[config.mk]
export PLATFORM = sky130hd
export DESIGN_NAME = reset_seq
export DESIGN_NICKNAME = d
export VERILOG_FILES = /design/src/rtl/reset_seq.sv
export SDC_FILE = /design/constraint.sdc
export NUM_CORES = 1
export LEC_CHECK = 0
export CORE_MARGIN = 2
export CORE_UTILIZATION = 35
export DETAILED_ROUTE_END_ITERATION = 6
export GPL_ROUTABILITY_DRIVEN = 0
export HOLD_SLACK_MARGIN = 0.06
export PLACE_DENSITY = 0.55
export SKIP_LAST_GASP = 1
export SLEW_MARGIN = 5
export SYNTH_ARGS = -nofsm -noshare
export SYNTH_HDL_FRONTEND = slang
export SYNTH_SLANG_ARGS = --single-unit
[constraint.sdc]
create_clock -name CLK -period 2.9 [get_ports CLK]
set_input_delay 0.725 -clock CLK [delete_from_list [all_inputs] [get_ports CLK]]
set_output_delay 0.725 -clock CLK [all_outputs]
set_load 0.02 [all_outputs]
[src/rtl/reset_seq.sv]
// Multi-domain reset sequencer: synchronized PLL lock and debounced pushbutton gate a
// hold phase, then per-domain resets release in staggered order. Soft reset: RESET_SEQ_SWRST_EN.
module reset_seq #(
  parameter int NCH         = 2,
  parameter int HOLD_CYCLES = 255,
  parameter int STAGGER     = 16,
  parameter int DEBOUNCE    = 1000
) (
  input  logic           CLK,
  input  logic           RESET,
  input  logic           PLL_LOCKED,
  input  logic           BTN_RST,
  input  logic [NCH-1:0] SW_RST_REQ,
  output logic [NCH-1:0] RSTn,
  output logic           READY,
  output logic [1:0]     CAUSE
);

  localparam int HW = $clog2(HOLD_CYCLES + 1);
  localparam int SW = $clog2(STAGGER + 1);
  localparam int DW = $clog2(DEBOUNCE + 1);

  typedef enum logic [1:0] {ASSERT, RELEASE, RUN} state_t;

  state_t          state;
  logic            lock_s1, lock_s2, btn_s1, btn_s2;
  logic            btn_db;
  logic [DW-1:0]   db_cnt;
  logic [HW-1:0]   hold_cnt;
  logic [SW-1:0]   stag_cnt;
  logic [NCH-1:0]  rel_mask;
  logic            fault;

  always_ff @(posedge CLK) begin
    if (RESET) begin
      lock_s1 <= 1'b0;
      lock_s2 <= 1'b0;
      btn_s1  <= 1'b0;
      btn_s2  <= 1'b0;
    end else begin
      lock_s1 <= PLL_LOCKED;
      lock_s2 <= lock_s1;
      btn_s1  <= BTN_RST;
      btn_s2  <= btn_s1;
    end
  end

  // The debounced level only follows the synced button after an unbroken run of mismatches.
  always_ff @(posedge CLK) begin
    if (RESET) begin
      btn_db <= 1'b0;
      db_cnt <= '0;
    end else if (btn_s2 != btn_db) begin
      if (db_cnt == DW'(DEBOUNCE - 1)) begin
        btn_db <= btn_s2;
        db_cnt <= '0;
      end else begin
        db_cnt <= db_cnt + DW'(1);
      end
    end else begin
      db_cnt <= '0;
    end
  end

  assign fault = !lock_s2 || btn_db;

`ifdef RESET_SEQ_SWRST_EN
  logic [NCH-1:0] soft_act, soft_act_n;
  logic [HW-1:0]  soft_cnt   [NCH];
  logic [HW-1:0]  soft_cnt_n [NCH];

  always_comb begin
    soft_act_n = soft_act;
    for (int k = 0; k < NCH; k++) begin
      soft_cnt_n[k] = soft_cnt[k];
      if (SW_RST_REQ[k]) begin
        soft_act_n[k] = 1'b1;
        soft_cnt_n[k] = HW'(HOLD_CYCLES - 1);
      end else if (soft_act[k]) begin
        if (soft_cnt[k] == '0) soft_act_n[k] = 1'b0;
        else soft_cnt_n[k] = soft_cnt[k] - HW'(1);
      end
    end
  end

  // Soft state only advances in an undisturbed RUN; anything else clears it.
  always_ff @(posedge CLK) begin
    if (RESET || fault || state != RUN) begin
      soft_act <= '0;
      for (int k = 0; k < NCH; k++) soft_cnt[k] <= '0;
    end else begin
      soft_act <= soft_act_n;
      for (int k = 0; k < NCH; k++) soft_cnt[k] <= soft_cnt_n[k];
    end
  end
`else
  logic unused_sw;
  assign unused_sw = ^SW_RST_REQ;
`endif

  always_ff @(posedge CLK) begin
    if (RESET) begin
      state    <= ASSERT;
      RSTn     <= '0;
      READY    <= 1'b0;
      CAUSE    <= 2'b01;
      hold_cnt <= HW'(HOLD_CYCLES);
      stag_cnt <= '0;
      rel_mask <= '0;
    end else if (fault) begin
      if (state != ASSERT) CAUSE <= lock_s2 ? 2'b11 : 2'b10;
      state    <= ASSERT;
      RSTn     <= '0;
      READY    <= 1'b0;
      hold_cnt <= HW'(HOLD_CYCLES);
    end else begin
      case (state)
        ASSERT: begin
          if (hold_cnt == '0) begin
            RSTn     <= NCH'(1);
            stag_cnt <= SW'(STAGGER - 1);
            rel_mask <= NCH'(2);
            if (NCH == 1) begin
              state <= RUN;
              READY <= 1'b1;
            end else begin
              state <= RELEASE;
            end
          end else begin
            hold_cnt <= hold_cnt - HW'(1);
          end
        end
        // rel_mask is one-hot on the next channel to come out of reset.
        RELEASE: begin
          if (stag_cnt == '0) begin
            RSTn     <= RSTn | rel_mask;
            stag_cnt <= SW'(STAGGER - 1);
            if (rel_mask[NCH-1]) begin
              state <= RUN;
              READY <= 1'b1;
            end else begin
              rel_mask <= rel_mask << 1;
            end
          end else begin
            stag_cnt <= stag_cnt - SW'(1);
          end
        end
        RUN: begin
`ifdef RESET_SEQ_SWRST_EN
          RSTn  <= ~soft_act_n;
          READY <= ~|soft_act_n;
`endif
        end
        default: state <= ASSERT;
      endcase
    end
  end

endmodule

## Word level (Yosys, flattened, before mapping)

Cells that the tools add are included.

- Flip-flop bits (word level): 37
- Input port bits: 6
- Logic and storage cells: 62
- Output and inout port bits: 5

- Reductions and logical operators: 18
- Equality and inequality tests: 8
- $add $sub $neg: 3
- Muxes and demuxes: 14
- Bitwise logic cells: 5

Operators by type and width:

| cell | count |
|---|---|
| $mux 2 | 7 |
| $add 10x1->10 const B | 1 |
| $eq 10x10->1 const B | 1 |
| $mux 5 | 2 |
| $pmux 5 s2 | 1 |
| $reduce_and 3->1 | 3 |
| $logic_not 8->1 | 1 |
| $ne 2x2->1 const B | 4 |
| $pmux 2 s2 | 2 |
| $reduce_and 4->1 | 2 |
| $sub 8x1->8 const B | 1 |
| $pmux 2 s3 | 1 |
| $reduce_and 2->1 | 3 |
| $logic_not 5->1 | 1 |
| $reduce_and 5->1 | 1 |
| $sub 5x1->5 const B | 1 |
| $not 1->1 | 4 |
| $reduce_bool 2->1 | 2 |
| $reduce_or 3->1 | 1 |
| $eq 2x1->1 const B | 1 |
| $eq 2x2->1 const B | 1 |
| $logic_not 2->1 | 1 |
| $or 2x2->2 | 1 |
| $reduce_or 2->1 | 1 |
| other kinds (4) | 4 |

## Longest topological paths before layout

- Depth after elaboration: 4
- Gate-level depth with buffers: 7
- Gate-level depth less buffers: 6

## Worst setup path after synthesis

No wires, ideal clock.

- Kind: register to register
- Start: register hold_cnt[0]
- End: register RSTn[1]
- Setup time: 0.086 ns
- Arrival time: 1.723 ns
- Clock period less this slack: 1.810 ns
- Required time: 2.814 ns
- Buffers on the path: 1
- Cell stages (with the launch flop): 8
- Slack: 1.090 ns
- Cells stage by stage: dfxtp_1 -> inv_1 -> ha_1 -> or3b_2 -> clkbuf_1 -> o21ai_4 -> o2111ai_1 -> a221oi_2

- Word-level cells in the longest chain between the ends: 3

RTL lines:

| element | RTL line | RTL |
|---|---|---|
| start, declared | 29 | `logic [HW-1:0] hold_cnt;` |
| start signal, assigned | 107 | `hold_cnt <= HW'(HOLD_CYCLES);` |
| start signal, assigned | 115 | `hold_cnt <= HW'(HOLD_CYCLES);` |
| start signal, assigned | 130 | `hold_cnt <= hold_cnt - HW'(1);` |
| $logic_not 8->1 | 119 | `if (hold_cnt == '0) begin` |
| $ne 2x2->1 (no line) | n/a |  |
| $reduce_and 3->1 (no line) | n/a |  |
| end signal, assigned | 136 | `RSTn <= RSTn \| rel_mask;` |
| end, declared | 14 | `output logic [NCH-1:0] RSTn,` |

Every way passes these cells.
A chain may end at the register's enable or synchronous reset.

## Worst setup path after layout

- Start: register CAUSE[1]
- End: output port CAUSE[1]

RTL lines:

| element | RTL line | RTL |
|---|---|---|
| start, declared | 16 | `output logic [1:0] CAUSE` |
| start signal, assigned | 111 | `if (state != ASSERT) CAUSE <= lock_s2 ? 2'b11 : 2'b10;` |

No word-level cell between the ends.

==> impl_metrics.tcl <==
set metrics [dict create \
    grt_setup_unrepaired "false" \
    seqCellArea_um2 721 \
    post-route-util_pct 41.1 \
    grt_most_used_layer "met2" \
    grt_pass1_vias 1215 \
    critPathArrivalTime_ns 1.24 \
    finalHoldViolations 0 \
    pwr-share-clk_pct 38.2 \
    port-buffer-count 8 \
    multi_input_area_um2 811 \
    drtAntennaViolNets 0 \
    synth.net_count 188 \
    grtUsageMet1_pct 15.5 \
    p_comb_share_pct 2.7 \
    cts_made_buffers 5 \
    crit_fanout 2 \
    initial_core_util_pct 36.4 \
    synth_seq_cells 36 \
    die_area_um2 5110 \
    hold_start "lock_s1$_SDFF_PP0_" \
    pwr_density_cell_nw_per_um2 469 \
    path_cells "clkdlybuf4s50_1" \
    skew_ns 0.00464 \
    hpwl_mm 2.16 \
    dp_slack_ns 0.721 \
    cts_tree "done" \
    slew_violations 0 \
    grt_max_degree 12 \
    fin_crit_ns 1.96 \
    status "completed" \
    area_growth_pct 13.0 \
    wire_per_inst_um 11.9 \
    swShare_pct 20.6 \
    fp.dieW_um 71.5 \
    whs_endpoint "lock_s2$_SDFF_PP0_" \
    post_cts_buffers 0 \
    worstSkewPairLatency_ns 0.28 \
    crit_type "flop to primary output" \
    cts_hold_buf 0 \
    grt_pass1_wl_mm 5.29 \
    drc 0 \
    synthDistinctLibCells 43 \
    slew_headroom_pct 55.8 \
    post_cts_resized 0 \
    clk_path_buf_depth 2 \
    fp-row-count 24 \
    syn_inst 178 \
    grt.total_usage_pct 13.1 \
    ir_drop_uv 231 \
    fillers 438 \
    drtPass1Iterations 4 \
    tns_ns 0 \
    placedCellCount 234 \
    path_buf_inv 1 \
    grtUsageMet2_pct 21.9 \
    netlist_area_um2 1600 \
    finalPower_mw 0.846 \
    p_int_mw 0.672 \
    crit_path_end_kind "primary output" \
    h-tree-depth 2 \
    final_layout_size_suffix_gt1_share_pct 10.1 \
    yosys_warnings 0 \
    io_pins 11 \
    cts-root-buf "clkbuf_8" \
    use_met3_pct 4.22 \
    worst_pin_slew_ns 0.660 \
    maxCapViolations 0 \
    leakagePower_nw 0.639 \
    setup_viol_count_final 0 \
    start_kind "flop" \
    antenna_cells 0 \
    reg2reg_from "hold_cnt[0]$_SDFFE_PP1P_" \
    crit_slowest_cell "clkdlybuf4s50_1" \
    finalNonFillerCells 241 \
    yosysSeqAreaShare_pct 45.2 \
    vias 1225 \
    die_h_um 71.5 \
    critPathMaxStageDelay_ns 0.61 \
    syn_area_per_cell_um2 8.96 \
    nNetsFinal 199 \
    first_iter_violations 49 \
    reg2reg_slack_ns 0.99 \
    routed_wl_mm 2.86 \
    fmax_ghz 0.510 \
    seqPwrFrac_pct 59.1 \
    fin_crit_sh_pct 67.7 \
    clkSinkCount 36 \
    viasPerCell 5.08 \
    ff2ff_path_depth 6 \
    hold_depth 1 \
    setup_slack_ns 0.937 \
    antenna_found_initial 0 \
    critical_path_required_ns 2.17 \
    clkTransAtPathRegs_ns 0.07 \
    overflow 0 \
    switching_power_mw 0.174 \
    reg2reg_to "RSTn[1]$_SDFFE_PP0P_" \
    hp-class "flop to flop" \
    critPathTopFamily "buffers and inverters" \
    core_um2 4380 \
]
==> worst max path at each step <==
stage / startpoint / end / cells past startpoint
4_1_cts: CAUSE[1]$_SDFFE_PP0P_ / CAUSE[1] / 1
3_3_place_gp: RESET / db_cnt[4]$_SDFF_PP0_ / 5
6_report: CAUSE[1]$_SDFFE_PP0P_ / CAUSE[1] / 1
3_5_place_dp: RESET / db_cnt[2]$_SDFF_PP0_ / 5
2_1_floorplan: hold_cnt[0]$_SDFFE_PP1P_ / RSTn[1]$_SDFFE_PP0P_ / 7
5_1_grt: hold_cnt[0]$_SDFFE_PP1P_ / RSTn[1]$_SDFFE_PP0P_ / 6
==> registers in the layout, indices dropped and copies added, names as in the netlist <==
register / flops
state: 2
btn_s1: 1
RSTn: 2
READY: 1
stag_cnt: 5
btn_db: 1
lock_s1: 1
btn_s2: 1
CAUSE: 2
lock_s2: 1
rel_mask: 1
hold_cnt: 8
db_cnt: 10
==> synthesized netlist by cell type <==
| library cell | n | area, um2 |
|---|---|---|
| nor3b_1 | 1 | 7.51 |
| nor3_2 | 1 | 10.0 |
| and4_1 | 1 | 8.76 |
| and3_1 | 2 | 12.5 |
| nor4_1 | 4 | 25.0 |
| or3b_2 | 1 | 8.76 |
| buf_6 | 1 | 11.3 |
| nor4b_2 | 1 | 15.0 |
| o21ai_4 | 1 | 16.3 |
| o21bai_1 | 1 | 7.51 |
| xnor2_1 | 6 | 52.6 |
| a311oi_1 | 1 | 8.76 |
| or2_2 | 3 | 18.8 |
| nor2b_1 | 5 | 31.3 |
| nor4bb_1 | 1 | 10.0 |
| o21ba_2 | 1 | 10.0 |
| or3_1 | 1 | 6.26 |
| nand2b_1 | 4 | 25.0 |
| and2_1 | 1 | 6.26 |
| o2111ai_1 | 2 | 17.5 |
| nand3b_1 | 1 | 7.51 |
| nand2_1 | 18 | 67.6 |
| o21ai_0 | 2 | 10.0 |
| ha_1 | 4 | 50.1 |
| nand3_1 | 7 | 35.0 |
| dfxtp_1 | 36 | 721 |
| nor2_2 | 1 | 6.26 |
| a211o_1 | 1 | 8.76 |
| xor2_1 | 8 | 70.1 |
| nor2_1 | 21 | 78.8 |
| o21ai_1 | 1 | 5.00 |
| a221oi_1 | 1 | 8.76 |
| a21oi_1 | 6 | 30.0 |
| or4_4 | 1 | 11.3 |
| nor3_1 | 5 | 25.0 |
| a221oi_2 | 1 | 15.0 |
| clkbuf_1 | 5 | 18.8 |
| o21a_1 | 2 | 15.0 |
| inv_1 | 9 | 33.8 |
| mux2i_1 | 2 | 20.0 |
| o31ai_1 | 1 | 7.51 |
| o211ai_1 | 3 | 22.5 |
| nand4_1 | 3 | 18.8 |
==> cells in the final DEF, fill, tap and decap left out, drive strengths merged, types with 2 or more instances in the layout <==
cell type	Yosys	layout
dfxtp	36	36
nor2	22	22
nand2	18	18
inv	9	9
xor2	8	8
clkdlybuf4s50	0	8
nand3	7	7
xnor2	6	6
a21oi	6	6
nor3	6	6
clkbuf	5	6
nor2b	5	5
nand2b	4	4
nor4	4	4
ha	4	4
o21ai	4	4
nand4	3	3
o211ai	3	3
or2	3	3
and3	2	2
o2111ai	2	2
o21a	2	2
mux2i	2	2
buf	1	2
a221oi	2	2
==> per-layer routing <==
| layer | up-vias | part of all wire [%] |
|---|---|---|
| li1 | 633 | - |
| met1 | 576 | 46 |
| met2 | 11 | 50 |
| met3 | 5 | 2.7 |
| met4 | 0 | 1.9 |
| met5 | - | 0 |
==> power groups by stage <==
stage / clock network, mW / logic (mW) / registers, mW
final: 0.323 / 0.0225 / 0.501
after global routing: 0.359 / 0.0254 / 0.501
after CTS: 0.336 / 0.0229 / 0.501
after detailed placement: 0 / 0.0227 / 0.512
after global placement: 0 / 0.0220 / 0.512
after floorplan: 0 / 0.0147 / 0.511
==> area by class of cell <==
cell class / count / area share, %
Clock buffer: 6 / 4.02
Sequential cell: 36 / 40.0
Inverter: 9 / 1.87
Timing Repair Buffer: 10 / 5.27
Multi-Input combinational cell: 127 / 45.0
Clock inverter: 1 / 0.278
Tap cell: 52 / 3.61
==> logic make-up (layout without fill, tap and decap cells) <==
logic type	Yosys count	in the layout	share of synthesized area (%)
flops	36	36	45.2
compound gates	24	24	11.5
buf+inv	15	26	4.00
xor+xnor	14	14	7.69
simple gates	83	83	27.3
fa+ha+maj	4	4	3.14
mux	2	2	1.25
==> per-stage QoR <==
| step | cell area [um2] | hold WS, ns |
|---|---|---|
| global route | 1800 | 0.453 |
| finish | 1800 | 0.439 |
| detailed placement | 1730 | 0.423 |
| global placement | 1730 | 0.422 |
| CTS | 1800 | 0.439 |
| floorplan | 1600 | 0.414 |
(Power assumes the default switching activity.)
